$ cat src/rtl/word_to_byte_tx.sv
// ---------------------------------------------------------------------------
// word_to_byte_tx
//   Transmit-side 32->8 unpacker. Accepts whole words on a valid/ready
//   handshake and emits them one byte per clk_4f cycle, most significant
//   byte first, matching the byte order of the receive-side packer. A
//   one-word holding buffer lets the next word be taken while the current
//   one is still being emitted, so back-to-back words stream with no gaps.
//
// Ports
//   clk_4f     in   byte-rate clock, all logic on its rising edge
//   reset      in   asynchronous reset, active low
//   data_in    in   word from upstream
//   valid_in   in   data_in is valid
//   ready_out  out  block can take a word this cycle (registered state only)
//   data_out   out  byte to the line side, registered
//   valid_out  out  data_out is valid, registered
//   busy       out  a word is mid-emission or a word is held
// ---------------------------------------------------------------------------
module word_to_byte_tx #(
  parameter int unsigned        BYTE_W   = 8,
  parameter int unsigned        NBYTES   = 4,
  parameter logic [BYTE_W-1:0]  IDLE_VAL = '0
) (
  input  logic                     clk_4f,
  input  logic                     reset,
  input  logic [BYTE_W*NBYTES-1:0] data_in,
  input  logic                     valid_in,
  output logic                     ready_out,
  output logic [BYTE_W-1:0]        data_out,
  output logic                     valid_out,
  output logic                     busy
);

  localparam int unsigned WORD_W = BYTE_W * NBYTES;
  localparam int unsigned CNT_W  = $clog2(NBYTES);

  // Index of the most significant byte; also the last value cnt reaches.
  localparam logic [CNT_W-1:0] LAST = CNT_W'(NBYTES - 1);
  localparam logic [CNT_W-1:0] ONE  = CNT_W'(1);

  // Word viewed as an array of bytes; element LAST is bits [WORD_W-1 -: BYTE_W].
  typedef logic [NBYTES-1:0][BYTE_W-1:0] word_t;

  word_t            shreg;   // word currently being emitted
  word_t            hold;    // next word, waiting for the current one to finish
  logic             hold_v;
  logic [CNT_W-1:0] cnt;     // index of the next byte of shreg to emit
  logic             active;
  logic             accept;

  // cnt only leaves zero once the first byte of a word has gone out, and
  // returns to zero as the last byte goes out, so a non-zero count is
  // exactly "a word is part-way through".
  assign active    = (cnt != '0);
  assign ready_out = ~hold_v;
  assign accept    = valid_in & ready_out;
  assign busy      = active | hold_v;

  // NOTE: all state here is sequential, so every assignment in this block is
  // non-blocking; blocking assignments would let later statements see
  // this-cycle values and break the register semantics.
  always_ff @(posedge clk_4f or negedge reset) begin
    if (!reset) begin
      shreg     <= '0;
      hold      <= '0;
      hold_v    <= 1'b0;
      cnt       <= '0;
      data_out  <= IDLE_VAL;
      valid_out <= 1'b0;
    end else if (active) begin
      // Mid-word: keep streaming; a partially sent word never stalls.
      data_out  <= shreg[LAST - cnt];
      valid_out <= 1'b1;
      cnt       <= (cnt == LAST) ? '0 : cnt + ONE;
      if (accept) begin
        hold   <= data_in;
        hold_v <= 1'b1;
      end
    end else if (hold_v) begin
      // Word boundary with a held word: start it straight away.
      shreg     <= hold;
      data_out  <= hold[LAST];
      valid_out <= 1'b1;
      cnt       <= ONE;
      if (accept) begin
        hold <= data_in;
      end else begin
        hold_v <= 1'b0;
      end
    end else if (accept) begin
      // Word boundary, pipe empty: cut-through, first byte goes out at once.
      shreg     <= data_in;
      data_out  <= data_in[WORD_W-1 -: BYTE_W];
      valid_out <= 1'b1;
      cnt       <= ONE;
    end else begin
      // Underrun: nothing to send this cycle.
      data_out  <= IDLE_VAL;
      valid_out <= 1'b0;
    end
  end

endmodule
$ cat config.mk
export PLATFORM = sky130hd
export DESIGN_NAME = word_to_byte_tx
export DESIGN_NICKNAME = d
export VERILOG_FILES = /design/src/rtl/word_to_byte_tx.sv
export SDC_FILE = /design/constraint.sdc
export NUM_CORES = 1
export LEC_CHECK = 0
export CAP_MARGIN = 20
export CORE_MARGIN = 3
export CORE_UTILIZATION = 59
export CTS_CLUSTER_SIZE = 16
export DETAILED_ROUTE_END_ITERATION = 6
export GPL_TIMING_DRIVEN = 0
export PLACE_DENSITY = 0.84
export SETUP_SLACK_MARGIN = 0.02
export SLEW_MARGIN = 15
export SYNTH_ARGS = -nofsm -noshare
export SYNTH_HDL_FRONTEND = slang
export SYNTH_SLANG_ARGS = --single-unit
$ cat constraint.sdc
create_clock -name clk_4f -period 4.16 [get_ports clk_4f]
set_input_delay 0.416 -clock clk_4f [delete_from_list [all_inputs] [get_ports clk_4f]]
set_output_delay 0.416 -clock clk_4f [all_outputs]
set_load 0.01 [all_outputs]
==> qor.csv <==
stage,metric,value,unit
synthesis,synth_compound_area_share,8.87,%
sta,fin_crit,3.00,ns
drt,num_vias,2434,
pwr,powerDensity,795,nW/µm²
grt,grt_usage,23.0,%
clocking,h-tree-depth,3,
clocking,cts.clk_slew.worst_paths,0.08,ns
drt,routed_wl,7520,µm
placed_design,pre_cts_ws,1.57,ns
clocking,cts_buffers,9,
sta,hold_viol_final,0,
die,core-area,5680,µm²
finish,diodes,0,
synthesis,synthMuxAreaShare,23.6,%
sta,drv_slew,0,
worst_setup_path,path_max_fanout,10,
worst_setup_path,path_class,register to output port,
sta,setup_ws,1.16,ns
synthesis,async_reset_ff_share,100,%
clocking,cts.sinks,76,
sta,finalSetupViolations,0,
worst_setup_path,cp-end-kind,output port,
clocking,cts_buffer_depth,2,
drt,postRouteAntennaNets,0,
synthesis,yosysSeqAreaShare,53.1,%
synthesis,syn_nets,325,
sta,max_freq,333,MHz
clocking,postCtsResizedCells,0,
die,die_w,83.9,µm
synthesis,yosys-top-cells-count,"dfrtp_1, nand2_1, mux2i_1",
grt,antenna_found_initial,0,
synthesis,yosys.area_share.simple,8.80,%
hold_path,min_path_type,input pin to async pin,
synthesis,synth-adder-area-share,0.699,%
drt,post_drt_via_cell_ratio,5.75,
flow_run,drv_cap,0,
die,ios,46,
sta,tightest_slew,0.441,ns
pwr,p_leak,2.04,nW
sta,whs,0.470,ns
synthesis,syn-instance-count,288,
sta,setup-tns-final,0,ns
pwr,sw_frac_of_total,34.9,%
pwr,seq_power_share,37.8,%
die,row_count,27,
synthesis,synth_top_area_cell,dfrtp_1,
drt,first_pass_iters,4,
synthesis,syn_avg_cell_area,12.4,µm²
synthesis,synth_area_leaders,"dfrtp_1, mux2_4, mux2i_1",
placed_design,port_buffers,45,
grt,grt_max_degree,61,
grt,grt_pass1_vias,2451,
pwr,pwr-share-comb,45.6,%
pwr,vdd_drop_max,0.000526,V
die,die_y,83.9,µm
sta,grt_setup_unrepaired,no,
placed_design,hpwlAfterDp,5280,µm
worst_setup_path,critPathArrivalTime,2.58,ns
drt,dr.first_iter.drc_count,144,
finish,syn_to_final_growth,21.6,%
die,start_util,63.1,%
worst_setup_path,required,3.74,ns
sta,slew_headroom,69.8,%
pwr,power_frac_clock,16.6,%
drt,drc,0,
die,dieArea,7040,µm²
synthesis,synthXorXnorAreaFrac,0,%
pwr,power.internal,2.25,mW
finish,final_core_util,76.7,%
clocking,cts_root_buffer,clkbuf_8,
worst_setup_path,cp-start-kind,register,
synthesis,synth.top_cell.area_share,53.1,%
synthesis,synth_most_common_cell,dfrtp_1,
synthesis,yosys_warnings,0,
finish,nNetsFinal,383,
clocking,cts_tree,built,
finish,fin_area,4350,µm²
placed_design,gp_congestion,0.828,
grt,grt_pass1_wl,12500,µm
synthesis,synth_edf_count,0,
finish,instances_no_fill,423,
clocking,clk_latency,0.35,ns
drt,post_drt_wl_per_cell,17.8,µm
synthesis,synth_top_family_by_area,multiplexers,
placed_design,place_inst,406,
placed_design,place_area,4150,µm²
synthesis,ys_ff_latch,76,
finish,drive_above_1_share,19.4,%
synthesis,yosys.cell_types.count,26,
sta,min_period_over_period,72.1,%
pwr,power_switching,1.21,mW
pwr,power,3.46,mW
synthesis,netlist_area,3580,µm²
grt,grt-ovfl-total,0,
sta,finalClockSkew,0.00704,ns
run_status,status,"finished, final reports clean",
synthesis,synthFlopType,dfrtp_1,
[power groups by stage]
stage                     Clock (mW)  Combinational, mW  Sequential [mW]
final                          0.574               1.58             1.31
after CTS                      0.580               1.58             1.31
after floorplan                    0               1.15             1.27
after global routing           0.618               1.71             1.35
after detailed placement           0               1.57             1.32
after global placement             0               1.51             1.30
[registers in the layout, indices dropped and copies added, names as in the netlist]
register   count
hold_v         1
shreg         32
valid_out      1
cnt            2
hold          32
data_out       8
[metal layers]
metal,track usage [%],routed length (µm),vias to the layer above
li1,-,-,1126
met5,0,0,-
met3,5.92,487,9
met1,31.0,3280,1210
met2,36.4,3680,89
met4,7.60,83,0
[cell type report]
cell class	instances	area (µm²)
well taps	72	90.1
clock buffers	15	166
flip-flops and latches	76	1900
plain buffers	20	166
clock inverters	1	30.0
inverters	3	11.3
repair buffers	47	485
multi-input cells	189	1500
fillers	381	1320
[timing repair]
item	4_1_cts	5_1_grt
hold endpoints to repair	16	0
buffers inserted	0	0
hold buffers	1	0
[cells by family (layout without fill, tap and decap cells)]
kind of cell,after synthesis,in the layout
flip-flops,76,76
multiplexers,69,69
AND/OR/NAND/NOR,68,68
AO/OA/AOI/OAI,50,50
buffers and inverters,23,86
adder cells (fa/ha/maj),2,2
[worst max-delay path, stage by stage (launching register included)]
cell and delay [ns]:
dfrtp_1 0.45, buf_2 0.24, buf_2 0.25, inv_1 0.06, ha_1 0.22, buf_2 0.20
buf_2 0.20, nand2_1 0.08, clkdlybuf4s50_1 0.52
[cell usage in the layout (no fill, tap or decap), drive strengths merged]
master,n
nor2,10
ha,2
a21boi,4
a21o,4
nor2b,10
a311oi,4
clkdlybuf4s50,44
inv,3
o22a,1
mux2i,36
nor3,4
dlygate4sd3,1
dfrtp,76
clkbuf,17
mux2,33
buf,20
o21ai,29
bufinv,1
nand2b,2
a211oi,4
a2111oi,4
or3,4
nand2,38
[final timing paths]
path | start | end | slack (ns) | depth (start not counted)
worst max-delay path | cnt[1] | busy | 1.16 | 8
worst min-delay path | reset | hold_v | 0.47 | 2
worst max register to register | cnt[1] | shreg[0] | 1.84 | 8
worst min register to register | shreg[24] | shreg[24] | 0.48 | 2
max in group asynchronous | reset | hold[17] | 3.14 | 3
min in group clk_4f | shreg[24] | shreg[24] | 0.48 | 2
Power figures use the tool's default switching activity.
